### src/rtl/noc_pkg.sv
// noc_pkg: shared constants for the PE network interface.
//   - Packet bit positions for the 64-bit NoC packet
//     (VC=63, NS=62, EW=61, YHOP=55:52, XHOP=51:48, SRC=47:32, DATA=31:0).
//   - Processor register addresses decoded by the NIC.
package noc_pkg;

    localparam int VC_BIT    = 63;
    localparam int NS_BIT    = 62;
    localparam int EW_BIT    = 61;
    localparam int Y_HOP_MSB = 55;
    localparam int Y_HOP_LSB = 52;
    localparam int X_HOP_MSB = 51;
    localparam int X_HOP_LSB = 48;
    localparam int SRC_MSB   = 47;
    localparam int SRC_LSB   = 32;
    localparam int DATA_MSB  = 31;
    localparam int DATA_LSB  = 0;

    localparam logic [1:0] ADDR_ICB      = 2'b00;
    localparam logic [1:0] ADDR_ICB_STAT = 2'b01;
    localparam logic [1:0] ADDR_OCB      = 2'b10;
    localparam logic [1:0] ADDR_OCB_STAT = 2'b11;

endpackage

### src/rtl/nic_buffer.sv
// nic_buffer: one-entry packet register with a full flag.
// Ports:
//   clk, reset   clock and synchronous active-high reset (clears data and flag)
//   load         capture d and mark full; wins over unload so a same-cycle
//                unload+load leaves the buffer full with the new packet
//   unload       clear the full flag (data is retained)
//   d            packet to capture
//   q            stored packet
//   full         buffer holds a valid packet
module nic_buffer #(
    parameter int WIDTH = 64
) (
    input  logic             clk,
    input  logic             reset,
    input  logic             load,
    input  logic             unload,
    input  logic [WIDTH-1:0] d,
    output logic [WIDTH-1:0] q,
    output logic             full
);

    always_ff @(posedge clk) begin
        if (reset) begin
            q    <= '0;
            full <= 1'b0;
        end else if (load) begin
            q    <= d;
            full <= 1'b1;
        end else if (unload) begin
            full <= 1'b0;
        end
    end

endmodule

### src/rtl/pe_network_interface.sv
// pe_network_interface: NIC between a processing element and the router PE port.
// The processor writes packets into a one-entry output buffer (OCB) that is
// injected toward the router when its VC bit matches the router polarity; packets
// ejected by the router are captured into a one-entry input buffer (ICB).
// Ports:
//   clk, reset          clock, synchronous active-high reset
//   addr                register select: 00 ICB data, 01 ICB status,
//                       10 OCB data, 11 OCB status
//   d_in                processor write data
//   d_out               registered processor read data (1-cycle latency)
//   nicEn, nicWrEn      access enable / write select
//   net_polarity        router polarity
//   net_so, net_ro, net_do   injection channel (send, ready, data)
//   net_si, net_ri, net_di   ejection channel (send, ready, data)
//   irq                 only with NIC_IRQ_EN: high while ICB is full, plus a
//                       one-cycle pulse when an OCB write is dropped
// Build option: define NIC_IRQ_EN to add the irq output.
module pe_network_interface
    import noc_pkg::*;
#(
    parameter int DATA_WIDTH = 64,
    parameter int ADDR_WIDTH = 2
) (
    input  logic                  clk,
    input  logic                  reset,
    input  logic [ADDR_WIDTH-1:0] addr,
    input  logic [DATA_WIDTH-1:0] d_in,
    output logic [DATA_WIDTH-1:0] d_out,
    input  logic                  nicEn,
    input  logic                  nicWrEn,
    input  logic                  net_polarity,
    output logic                  net_so,
    input  logic                  net_ro,
    output logic [DATA_WIDTH-1:0] net_do,
    input  logic                  net_si,
    output logic                  net_ri,
    input  logic [DATA_WIDTH-1:0] net_di
`ifdef NIC_IRQ_EN
    ,
    output logic                  irq
`endif
);

    logic [DATA_WIDTH-1:0] ocb;
    logic [DATA_WIDTH-1:0] icb;
    logic                  ocb_full;
    logic                  icb_full;

    logic rd_en;
    logic ocb_wr_req;
    logic inject;
    logic ocb_load;
    logic ocb_drop;
    logic icb_load;
    logic icb_unload;

    assign rd_en = nicEn & ~nicWrEn;

    // An all-zero word means "no packet" on the network, so it is never queued.
    assign ocb_wr_req = nicEn & nicWrEn & (addr == ADDR_OCB) & (d_in != '0);

    // Each packet may only enter the router on the cycle whose polarity matches its VC.
    assign inject   = ocb_full & net_ro & (net_polarity == ocb[VC_BIT]);
    assign ocb_load = ocb_wr_req & (~ocb_full | inject);
    assign ocb_drop = ocb_wr_req & ocb_full & ~inject;

    assign net_so = inject;
    assign net_do = ocb_full ? ocb : '0;

    // net_ri is low whenever ICB is full, so a read of ICB and a new arrival
    // can never land on the same edge.
    assign net_ri     = ~icb_full;
    assign icb_load   = net_si & net_ri;
    assign icb_unload = rd_en & (addr == ADDR_ICB);

    nic_buffer #(.WIDTH(DATA_WIDTH)) u_ocb (
        .clk    (clk),
        .reset  (reset),
        .load   (ocb_load),
        .unload (inject),
        .d      (d_in),
        .q      (ocb),
        .full   (ocb_full)
    );

    nic_buffer #(.WIDTH(DATA_WIDTH)) u_icb (
        .clk    (clk),
        .reset  (reset),
        .load   (icb_load),
        .unload (icb_unload),
        .d      (net_di),
        .q      (icb),
        .full   (icb_full)
    );

    always_ff @(posedge clk) begin
        if (reset) begin
            d_out <= '0;
        end else if (rd_en) begin
            case (addr)
                ADDR_ICB:      d_out <= icb_full ? icb : '0;
                ADDR_ICB_STAT: d_out <= {{(DATA_WIDTH-1){1'b0}}, icb_full};
                ADDR_OCB:      d_out <= ocb;
                ADDR_OCB_STAT: d_out <= {{(DATA_WIDTH-1){1'b0}}, ocb_full};
                default:       d_out <= '0;
            endcase
        end else begin
            d_out <= '0;
        end
    end

`ifdef NIC_IRQ_EN
    // irq follows the next-state ICB full flag so it changes on the same edge.
    logic icb_full_next;
    assign icb_full_next = icb_load | (icb_full & ~icb_unload);

    always_ff @(posedge clk) begin
        if (reset) begin
            irq <= 1'b0;
        end else begin
            irq <= icb_full_next | ocb_drop;
        end
    end
`endif

endmodule

### config.mk
export PLATFORM = sky130hd
export DESIGN_NAME = pe_network_interface
export DESIGN_NICKNAME = d
export VERILOG_FILES = /design/src/rtl/noc_pkg.sv /design/src/rtl/nic_buffer.sv /design/src/rtl/pe_network_interface.sv
export SDC_FILE = /design/constraint.sdc
export NUM_CORES = 1
export LEC_CHECK = 0
export BUFFER_PORTS_ARGS = -buffer_cell sky130_fd_sc_hd__buf_2
export CORE_MARGIN = 2
export CORE_UTILIZATION = 30
export DETAILED_ROUTE_END_ITERATION = 10
export RECOVER_POWER = 25
export REMOVE_ABC_BUFFERS = 1
export SLEW_MARGIN = 10
export SYNTH_ARGS = -nofsm -noshare
export SYNTH_HDL_FRONTEND = slang
export SYNTH_SLANG_ARGS = --single-unit
### constraint.sdc
create_clock -name clk -period 1.4 [get_ports clk]
set_clock_uncertainty 0.1 [all_clocks]
set_input_delay 0.07 -clock clk [delete_from_list [all_inputs] [get_ports clk]]
set_output_delay 0.07 -clock clk [all_outputs]
set_load 0.05 [all_outputs]
==> results of run 1 <==
-- flip-flops by register name, summed over array words and instances (netlist names) --
signal,cells
u_ocb.full,1
u_icb.full,1
u_icb.q,64
d_out,64
u_ocb.q,64
-- worst min path at each step --
stage / from / endpoint / slack, ps / cells after the start
2_1_floorplan: reset / u_icb.q[0]$_SDFFE_PP0P_ / 40 / 1
3_3_place_gp: net_di[52] / u_icb.q[52]$_SDFFE_PP0P_ / 210 / 3
3_5_place_dp: net_di[42] / u_icb.q[42]$_SDFFE_PP0P_ / 220 / 3
4_1_cts: nicWrEn / u_icb.full$_SDFFE_PP0P_ / 6 / 4
5_1_grt: nicWrEn / u_icb.full$_SDFFE_PP0P_ / 40 / 4
6_report: nicWrEn / u_icb.full$_SDFFE_PP0P_ / 20 / 4
-- layer usage --
layer	vias to the layer above	track usage, %	share of wire (%)
met5	-	0	0
met4	0	6.235	2.1
met3	47	3.830	7.1
met2	330	32.86	48
met1	3745	25.22	43
li1	3790	-	-
-- cell families after synthesis --
group | synth area share, %
AO/OA/AOI/OAI | 10.91
XOR/XNOR | 0.1166
buffers and inverters | 4.513
flip-flops | 51.69
multiplexers | 8.676
AND/OR/NAND/NOR | 24.10
-- area by class of cell --
class / count / area [um2] / area share, %
Inverter: 3 / 13.76 / 0.1074
Clock buffer: 18 / 439.2 / 3.426
Timing Repair Buffer: 481 / 4283 / 33.41
Clock inverter: 14 / 165.2 / 1.289
Sequential cell: 194 / 3890 / 30.35
Multi-Input combinational cell: 614 / 3621 / 28.25
Tap cell: 324 / 405.4 / 3.163
-- power by group through the flow --
stage	combinational [uW]	clock, uW	sequential [uW]
3_5_place_dp	1070	0	5880
5_1_grt	1700	5400	5770
4_1_cts	1460	5150	5750
3_3_place_gp	1070	0	5880
2_1_floorplan	457	0	5880
6_report	1580	5060	5750
-- layout by cell type (no fill, tap or decap), types with 15 or more instances in the layout --
| master | netlist | routed |
|---|---|---|
| a21oi_1 | 65 | 64 |
| a22oi_1 | 63 | 63 |
| and2_1 | 64 | 15 |
| and2_4 | 0 | 49 |
| buf_12 | 0 | 19 |
| buf_2 | 1 | 151 |
| buf_4 | 0 | 40 |
| buf_6 | 1 | 63 |
| buf_8 | 6 | 15 |
| clkbuf_16 | 0 | 27 |
| clkbuf_2 | 0 | 48 |
| dfxtp_1 | 194 | 191 |
| dlygate4sd3_1 | 0 | 131 |
| mux2i_1 | 64 | 64 |
| nand2_1 | 257 | 256 |
| nor2_1 | 67 | 67 |
-- worst max-delay path, stage by stage (launching register included) --
cell       delay (ps)
dfxtp_4           370
buf_2             190
buf_6             120
clkbuf_16         140
and2_1            130
buf_4             200
-- stage by stage --
| step | hold WS [ps] | std cells | total power, uW |
|---|---|---|---|
| 6_report | 22.52 | 1648 | 12390 |
| 5_1_grt | 35.34 | 1648 | 12870 |
| 4_1_cts | 5.688 | 1630 | 12360 |
| 3_5_place_dp | 216.5 | 1459 | 6952 |
| 3_3_place_gp | 213.3 | 1459 | 6940 |
| 2_1_floorplan | 39.07 | 811 | 6340 |
-- repair_timing --
action,CTS,global route
pin swaps,10,5
gates cloned,6,14
hold buffers,131,1
endpoints found under the hold margin,131,1
buffers inserted,9,9
setup endpoints to repair,161,192
resized for setup,156,104
==> reports/summary.txt, run 1 <==
Post-detailed-route wirelength per cell -> 17.58 um
Worst Path Required -> 1230 ps
TritonCTS Buffers -> 17
Yosys top cell by area -> dfxtp_1
H-tree depth -> 4
Worst R2R Path Depth -> 8
Setup WS pre-CTS -> -920.7 ps
Clk buf depth -> 2
Status -> finished, violations left
Reg2reg start -> u_ocb.q[63]$_SDFFE_PP0P_
Initial antenna violation count -> 2
Distinct cells, synth -> 26
Share of power burned in registers -> 46.4%
Via count -> 7,912
Final setup viols -> 130
Sequential element share of the synthesized area -> 51.69%
Maximum vdd ir drop -> 0.5911 mV
Die area -> 26,330 um2
Clock network fraction of total power -> 40.8%
Flop2flop setup slack -> -300 ps
Worst Setup Slack, final -> -354.9 ps
Routed vias/inst -> 4.801
Die height -> 162.3 um
Post-DRT Antenna Nets -> 0
TNS Setup -> -32,300 ps
Post-synth top cells -> nand2_1 (257), dfxtp_1 (194), nor2_1 (67)
Failing checks -> negative setup slack
Setup Crit Path Kind -> reg2out
Slew margin rel. -> 44.18%
HPWL after detailed placement -> 15,740 um
Max Freq -> 569.8 MHz
CTS tree -> built
Logic pwr share -> 12.8%
Avg Inst Size Synth -> 8.557 um2
GRT Util Overall -> 19.53%
Count leader, synth -> nand2_1
Clock sinks -> 194
Gp weighted congestion -> 0.7659
First-pass GRT wire length -> 40,440 um
RSZ-0062 raised after global routing -> true
Fraction of layout cells with a size suffix above 1 -> 34.52%
Starting Density -> 30.71%
Worst setup path startpoint -> u_ocb.full$_SDFFE_PP0P_
Ys flop type -> dfxtp_1
Routed WL -> 28,970 um
Critical Path AT -> 1580 ps
Layout Utilization -> 52.40%
Area growth from synthesis to layout -> 70.59%
Io pins -> 267
Period utilization -> 125.3%
Final Hold Vio Count -> 0
Vias in the first global route -> 7,748
Internal Pwr Total -> 9065 uW
Fin nets -> 1,448
Total grt overflow -> 0
Ys async rst share -> 0%
Synthesized flop and latch total -> 194
CTS root buffer -> clkbuf_16
CP startpoint kind -> flip-flop
Design area -> 12,820 um2
End of the critical path -> net_do[4]
Drt pass-1 iters -> 5
Switch Pwr -> 3327 uW
Syn. warnings -> 0
Largest net degree at the start of global routing -> 82
Fillcell total -> 2,196
Synth Instances -> 878
# rows -> 57
Net Sw Frac -> 26.85%
Setup crit end kind -> output pin
R2R Path End -> u_ocb.q[21]$_SDFFE_PP0P_
P_leak -> 0.005295 uW
Cell area after synthesis -> 7513 um2
Die Width -> 162.3 um
Number of synthesized flops with an enable pin -> 0
# port buffers -> 266
Core Area -> 24,460 um2
Max cap viols -> 0
CTS clk-pin slew, worst paths -> 80 ps
DRT iter0 DRCs -> 571
Ant. Diodes -> 0
Clk_lat worst skew -> 430 ps
Post-DP Area -> 9528 um2
Largest cells by area after synthesis -> dfxtp_1 (52%), nand2_1 (13%), mux2i_1 (8.5%), a22oi_1 (6.3%), and2_1 (5.3%)
DRC Markers -> 0
Area fraction of the dominant cell type after synthesis -> 51.69%
Worst Max-Slew Pin Slew -> 837.4 ps
Worst min path class -> in2reg
Tmin final -> 1755 ps
CP max FO -> 6
Max-slew violation count -> 0
PwrDens -> 966.9 nW/um2
Note: power is estimated with default switching activity, not from simulation.
==> run 2: changes to the inputs <==
CORE_UTILIZATION = 45   (was 30)
PLACE_DENSITY = 0.76   (was unset)
==> run 2 against run 1 <==
  * The flow still finishes with violations (negative setup slack)
  * Sequential cell count did not move
  * First-iteration DRC count rose by 7.9%
  * Worst hold slack improved by 26 ps
  * Wire length rose by 1.3%
  * Fmax rose by 4.8%
  * Count of clock-buffer cells in the layout rose by 4
  * Design area fell by 2.2%
  * Critical path depth rose by 3
  * Clock power fell by 5.3%
  * Power fell by 2.3%
  * Utilization rose by 24 points
  * Non-clock buffer count fell by 6
==> reports/summary.txt, run 2 (synthesized netlist as in run 1, its figures left out) <==
Initial antenna violation count -> 3 (+1)
First-pass GRT wire length -> 43,040 um (+6.4%)
Period utilization -> 119.6% (-5.7 points)
Io pins -> 267 (unchanged)
# rows -> 47 (-18%)
Footprint of the multi-input gates -> 3568 um2 (-1.5%)
Post-DP Area -> 9453 um2 (-0.79%)
Design area -> 12,530 um2 (-2.2%)
Area growth from synthesis to layout -> 66.78%
DRC Markers -> 0 (unchanged)
Die height -> 133.2 um (-18%)
Via count -> 8,324 (+5.2%)
Drt pass-1 iters -> 6 (+1)
CTS tree -> built
Commonest non-fill, non-tap cells in the layout -> nand2_1 (256), dfxtp_1 (192), buf_2 (150), dlygate4sd3_1 (133), nor2_1 (67)
Clock sinks -> 194 (unchanged)
Gp weighted congestion -> 0.7989 (+4.3%)
Worst R2R Path Depth -> 8 (unchanged)
Clock network fraction of total power -> 39.6% (-1.2 points)
Switch Pwr -> 3097 uW (-6.9%)
Worst Max-Slew Pin Slew -> 577.7 ps (-259.6 ps)
PwrDens -> 966.2 nW/um2 (about the same)
Flop2flop setup slack -> -270 ps (+30 ps)
CP startpoint kind -> flip-flop
H-tree depth -> 4 (unchanged)
Reg2reg start -> u_ocb.q[63]$_SDFFE_PP0P_
CP max FO -> 7 (+1)
P_leak -> 0.005224 uW (-1.3%)
Logic pwr share -> 12.8% (about the same)
Largest net degree at the start of global routing -> 62 (-24%)
Met2 Resource Use GR -> 52.65% (+20 points)
# port buffers -> 266 (unchanged)
DRT iter0 DRCs -> 616 (+7.9%)
Post-DRT Antenna Nets -> 0 (unchanged)
Status -> finished, violations left
Worst Setup Slack, final -> -274.9 ps (+79.97 ps)
Clk_lat worst skew -> 430 ps (about the same)
Hold path startpoint -> addr[1]
CTS root buffer -> clkbuf_16
Starting Density -> 45.63% (+15 points)
Die Width -> 133.2 um (-18%)
Net Sw Frac -> 25.58% (-1.3 points)
Max incr delay on CP -> 340 ps (-30 ps)
Setup crit end kind -> flip-flop
Max cap viols -> 0 (unchanged)
Routed WL -> 29,360 um (+1.3%)
Critical path's most frequent cell -> buf_6
HPWL after detailed placement -> 14,930 um (-5.1%)
Fin nets -> 1,442 (-0.41%)
Max Freq -> 597.0 MHz (+4.8%)
CTS clk-pin slew, worst paths -> 70 ps (about the same)
Layout Utilization -> 76.10% (+24 points)
Slew margin rel. -> 61.49% (+17 points)
Worst Path Required -> 1650 ps (+420 ps)
TritonCTS Buffers -> 17 (unchanged)
R2R Path End -> u_ocb.q[1]$_SDFFE_PP0P_
Final Hold Vio Count -> 0 (unchanged)
GRT Util Overall -> 30.79% (+11 points)
Worst min path class -> in2reg
Critical Path AT -> 1930 ps (+350 ps)
Clk buf depth -> 2 (unchanged)
Setup WS pre-CTS -> -665.7 ps (+255.0 ps)
Met1 usage in global routing -> 36.30% (+11 points)
Final setup viols -> 130 (unchanged)
Internal Pwr Total -> 9010 uW (-0.61%)
Max-slew violation count -> 0 (unchanged)
Met3 Resource Use GR -> 7.953% (+4.1 points)
Failing checks -> negative setup slack
Die area -> 17,750 um2 (-33%)
Fillcell total -> 1,052 (-52%)
Reg area -> 3889 um2 (about the same)
Slowest CP cell -> dfxtp_2
Core Area -> 16,470 um2 (-33%)
Commonest non-fill, non-tap cell in the layout -> nand2_1
Setup Crit Path Kind -> reg2reg
Hold EP -> d_out[0]$_SDFF_PP0_
Largest regs -> d_out x64, u_icb.q x64, u_ocb.q x64
Routed vias/inst -> 5.405 (+13%)
Vias in the first global route -> 8,359 (+7.9%)
Worst hold margin -> 48.13 ps (+25.61 ps)
Share of power burned in registers -> 47.7% (+1.3 points)
Total grt overflow -> 0 (unchanged)
Worst-path cell chain -> xnor2_2, and3_4, nor2b_4, nor3_4, buf_6, buf_6, buf_12, mux2i_2
Tmin final -> 1675 ps (-79.97 ps)
Busiest layer in global routing -> met2
Fraction of layout cells with a size suffix above 1 -> 33.31% (-1.2 points)
Post-detailed-route wirelength per cell -> 19.06 um (+8.4%)
Hold Path Depth -> 5 (+1)
Maximum vdd ir drop -> 0.8100 mV (+37%)
RSZ-0062 raised after global routing -> true
run 2: cell types whose count changed in the layout (fill, tap and decap cells not counted), moves of 3 or more:
cell	before	now
clkbuf_1	0	3
and2_1	15	21
buf_4	40	47
inv_8	3	0
and2_4	49	43
nor4_4	10	6
buf_8	15	43
clkbuf_16	27	19
buf_6	63	30
run 2: how the worst max path moves through the flow:
stage	from	to	slack, ps	cells past startpoint
2_1_floorplan	addr[0]	u_ocb.q[0]$_SDFFE_PP0P_	-8090	4
3_3_place_gp	d_in[12]	u_ocb.q[52]$_SDFFE_PP0P_	-580	8
3_5_place_dp	d_in[32]	u_ocb.q[22]$_SDFFE_PP0P_	-670	8
4_1_cts	u_ocb.q[63]$_SDFFE_PP0P_	u_ocb.q[1]$_SDFFE_PP0P_	-240	8
5_1_grt	u_ocb.q[63]$_SDFFE_PP0P_	u_ocb.q[13]$_SDFFE_PP0P_	-380	7
6_report	u_ocb.q[63]$_SDFFE_PP0P_	u_ocb.q[1]$_SDFFE_PP0P_	-270	8
run 2: area by class of cell:
cell class | instances | share of cell area, %
Inverter | 3 | 0.1098
Sequential cell | 194 | 31.03
Multi-Input combinational cell | 614 | 28.48
Timing Repair Buffer | 475 | 33.63
Clock buffer | 22 | 3.704
Clock inverter | 10 | 0.8088
Antenna cell | 2 | 0.03994
Tap cell | 220 | 2.197
run 2: power groups by stage:
| stage | Sequential, uW | Clock (uW) | Combinational [uW] |
|---|---|---|---|
| final | 5770 | 4790 | 1550 |
| after global routing | 5780 | 5040 | 1650 |
| after CTS | 5760 | 4770 | 1460 |
| after detailed placement | 5880 | 0 | 1060 |
| after global placement | 5870 | 0 | 1050 |
| after floorplan | 5880 | 0 | 457 |
run 2: routing by layer:
metal | wire, um | up-vias
met5 | 13 | -
met3 | 2351 | 123
met2 | 14300 | 476
met1 | 11350 | 3947
met4 | 1346 | 2
li1 | - | 3776
run 2: critical path, delay by kind of cell, from the launching register on:
family	cells	cell delay (ps)
multiplexers	1	220
AND/OR/NAND/NOR	3	410
XOR/XNOR	1	130
buffers and inverters	3	420
flip-flops	1	340
run 2: per-stage QoR:
| step | cells | power (uW) | TNS (ps) |
|---|---|---|---|
| global placement | 1356 | 6922 | -36740 |
| finish | 1540 | 12110 | -21750 |
| global route | 1539 | 12460 | -31790 |
| detailed placement | 1356 | 6947 | -41190 |
| CTS | 1535 | 11990 | -20870 |
| floorplan | 811 | 6340 | -800140 |
run 2: what timing repair did:
| item | CTS | global route |
|---|---|---|
| pin swaps | 14 | 5 |
| setup buffers | 10 | 1 |
| hold buffers | 133 | 0 |
| resized for setup | 169 | 90 |
| setup endpoints to repair | 130 | 153 |
| endpoints found under the hold margin | 131 | 0 |
| gates cloned | 7 | 3 |
==> run 3: changes to the inputs <==
--- a/config.mk
+++ b/config.mk
@@ -7,8 +7,10 @@
 export LEC_CHECK = 0
 export BUFFER_PORTS_ARGS = -buffer_cell sky130_fd_sc_hd__buf_2
+export CELL_PAD_IN_SITES_DETAIL_PLACEMENT = 1
+export CELL_PAD_IN_SITES_GLOBAL_PLACEMENT = 2
 export CORE_MARGIN = 2
-export CORE_UTILIZATION = 45
+export CORE_UTILIZATION = 25
 export DETAILED_ROUTE_END_ITERATION = 10
-export PLACE_DENSITY = 0.76
+export PLACE_DENSITY_LB_ADDON = 0.1
 export RECOVER_POWER = 25
 export REMOVE_ABC_BUFFERS = 1
==> constraint.sdc (replaced) <==
create_clock -name clk -period 1.4 [get_ports clk]
set_clock_uncertainty 0.1 [all_clocks]
set_input_delay 0.21 -clock clk [delete_from_list [all_inputs] [get_ports clk]]
set_output_delay 0.21 -clock clk [all_outputs]
set_load 0.05 [all_outputs]
==> run 3 against run 2 <==
  * Highest routed layer unchanged
  * Combinational power grew 3%
  * Global-route usage decreased by 11 points
  * Sequential share of layout area decreased by 0.66 points
  * Worst setup slack worse by 150 ps
  * Critical endpoint is now net_do[57]
  * The run still ends with negative setup slack left
  * Via count is 8.7% lower
  * Final cell count is 10% higher
==> reports/summary.txt, run 3 (synthesized netlist as in run 1, its figures left out) <==
Die height -> 177.4 um (+33%)
Post-route insts no fill -> 1,694 (+10%)
CP startpoint kind -> flip-flop
Initial antenna violation count -> 3 (unchanged)
# port buffers -> 266 (unchanged)
Max cap viols -> 0 (unchanged)
P_leak -> 0.005286 uW (+1.2%)
H-tree depth -> 4 (unchanged)
Commonest non-fill, non-tap cells in the layout -> nand2_1 (256), dfxtp_1 (192), buf_2 (185), dlygate4sd3_1 (98), nor2_1 (66)
Max-slew violation count -> 0 (unchanged)
Post-detailed-route wirelength per cell -> 19.00 um (-0.32%)
Worst Setup Slack, final -> -427.4 ps (-152.5 ps)
Maximum vdd ir drop -> 0.6898 mV (-15%)
Max incr delay on CP -> 360 ps (+20 ps)
Tmin final -> 1827 ps (+152.5 ps)
Switch Pwr -> 3362 uW (+8.6%)
Max Freq -> 547.2 MHz (-8.3%)
Io pins -> 267 (unchanged)
Die area -> 31,460 um2 (+77%)
Flop2flop setup slack -> -400 ps (-130 ps)
Fin nets -> 1,427 (-1.0%)
Post-DRT Antenna Nets -> 0 (unchanged)
First-pass GRT wire length -> 46,620 um (+8.3%)
Footprint of the multi-input gates -> 3657 um2 (+2.5%)
Die Width -> 177.4 um (+33%)
Worst R2R Path Depth -> 8 (unchanged)
PwrDens -> 953.9 nW/um2 (-1.3%)
CTS root buffer -> clkbuf_16
Clock sinks -> 194 (unchanged)
DRC Markers -> 0 (unchanged)
Worst setup path startpoint -> u_ocb.full$_SDFFE_PP0P_
Met3 Resource Use GR -> 4.135% (-3.8 points)
Net Sw Frac -> 27.54% (+2.0 points)
Worst min path class -> in2reg
Largest regs -> d_out x64, u_icb.q x64, u_ocb.q x64
Gp weighted congestion -> 0.7313 (-8.5%)
Fillcell total -> 3,457 (+230%)
TritonCTS Buffers -> 17 (unchanged)
CTS clk-pin slew, worst paths -> 80 ps (about the same)
Drt pass-1 iters -> 4 (-2)
Busiest layer in global routing -> met2
Via count -> 7,603 (-8.7%)
Worst Path Required -> 1090 ps (-560 ps)
Post-DP Area -> 9838 um2 (+4.1%)
Failing checks -> negative setup slack
Period utilization -> 130.5% (+11 points)
Layout Utilization -> 43.19% (-33 points)
Setup crit end kind -> output pin
Placed Cells incl. Taps -> 1,540 (+14%)
GRT Util Overall -> 19.67% (-11 points)
Logic pwr share -> 13.0% (+0.2 points)
End of the critical path -> net_do[57]
Worst-path cell chain -> buf_12, buf_12, clkbuf_16, and2_4, buf_8
Design area -> 12,800 um2 (+2.2%)
HPWL after detailed placement -> 18,910 um (+27%)
Reg2reg start -> u_ocb.full$_SDFFE_PP0P_
CTS tree -> built
Routed vias/inst -> 4.488 (-17%)
Vias in the first global route -> 7,946 (-4.9%)
Met1 usage in global routing -> 25.54% (-11 points)
Slew margin rel. -> 72.65% (+11 points)
Clk_lat worst skew -> 430 ps (about the same)
Clk buf depth -> 2 (unchanged)
Setup Crit Path Kind -> reg2out
Total grt overflow -> 0 (unchanged)
Commonest non-fill, non-tap cell in the layout -> nand2_1
Clock network fraction of total power -> 39.8% (+0.2 points)
Status -> finished, violations left
Critical Path AT -> 1520 ps (-410 ps)
Starting Density -> 25.35% (-20 points)
# rows -> 63 (+34%)
R2R Path End -> u_ocb.q[33]$_SDFFE_PP0P_
Final Hold Vio Count -> 0 (unchanged)
Fraction of layout cells with a size suffix above 1 -> 36.71% (+3.4 points)
Largest net degree at the start of global routing -> 66 (+6.5%)
Reg area -> 3889 um2 (unchanged)
Area growth from synthesis to layout -> 70.37%
Critical path's most frequent cell -> buf_12
Internal Pwr Total -> 8848 uW (-1.8%)
CP max FO -> 5 (-2)
Slowest CP cell -> dfxtp_4
Final setup viols -> 176 (+35%)
Routed WL -> 32,190 um (+9.6%)
Met2 Resource Use GR -> 33.85% (-19 points)
Setup WS pre-CTS -> -935.2 ps (-269.5 ps)
Core Area -> 29,640 um2 (+80%)
Share of power burned in registers -> 47.1% (-0.6 points)
DRT iter0 DRCs -> 312 (-49%)
RSZ-0062 raised after global routing -> true
Total power draw -> 12,210 uW (+0.85%)
Worst Max-Slew Pin Slew -> 410.2 ps (-167.5 ps)
## run 3: cell count changes in the layout (fill, tap and decap cells not counted), sizes merged
cell         delta
buf            +62
bufbuf          -1
bufinv          -1
clkbuf         -44
clkinv          -1
clkinvlp        -2
dlygate4sd3    -35
inv             +6
## run 3: worst min path at each step
stage,start,endpoint,slack (ps),cells past startpoint
final,nicEn,u_icb.full$_SDFFE_PP0P_,20,3
after global routing,nicEn,u_icb.full$_SDFFE_PP0P_,10,3
after CTS,nicEn,u_icb.full$_SDFFE_PP0P_,0.2,3
after detailed placement,u_icb.q[62]$_SDFFE_PP0P_,u_icb.q[62]$_SDFFE_PP0P_,350,2
after global placement,u_icb.q[22]$_SDFFE_PP0P_,u_icb.q[22]$_SDFFE_PP0P_,340,2
after floorplan,reset,u_icb.q[0]$_SDFFE_PP0P_,180,1
## run 3: critical path: cells and delay by family, from the launching register on
family | cells | cell delay, ps
buffers and inverters | 4 | 570
DFF | 1 | 360
and+or+nand+nor | 1 | 150
## run 3: power by group through the flow
stage / logic [uW] / clock network, uW / registers, uW
4_1_cts: 1530 / 5030 / 5750
3_3_place_gp: 1150 / 0 / 5880
6_report: 1590 / 4860 / 5760
2_1_floorplan: 457 / 0 / 5880
3_5_place_dp: 1160 / 0 / 5880
5_1_grt: 1720 / 5260 / 5770
## run 3: layout make-up
class                      instances  share of cell area [%]
inverter                           3                  0.1075
tap                              390                   3.812
clock inverter                    12                  0.8895
sequential                       194                   30.38
timing repair buffer             460                   32.74
antenna                            2                 0.03910
multi-input combinational        614                   28.57
clock buffer                      19                   3.460
## run 3: metal layers
layer / up-vias / routed length, um
met2: 162 / 15550
met5: - / 13
met4: 2 / 260
met3: 22 / 1334
met1: 3671 / 15030
li1: 3746 / -
## run 3: what timing repair did
item                       in CTS  in global routing
hold buffers                   98                  0
setup endpoints to repair     136                204
cloned                          8                  4
pin swaps                      10                 14
hold endpoints to repair       98                  0
gates resized for setup       229                 73
buffers inserted               12                 12
## run 3: through the flow
stage | setup TNS, ps | hold slack [ps]
finish | -43610 | 20.38
global route | -55450 | 13.14
CTS | -50010 | 0.1852
detailed placement | -63200 | 346.4
global placement | -63830 | 341.7
floorplan | -827300 | 179.1
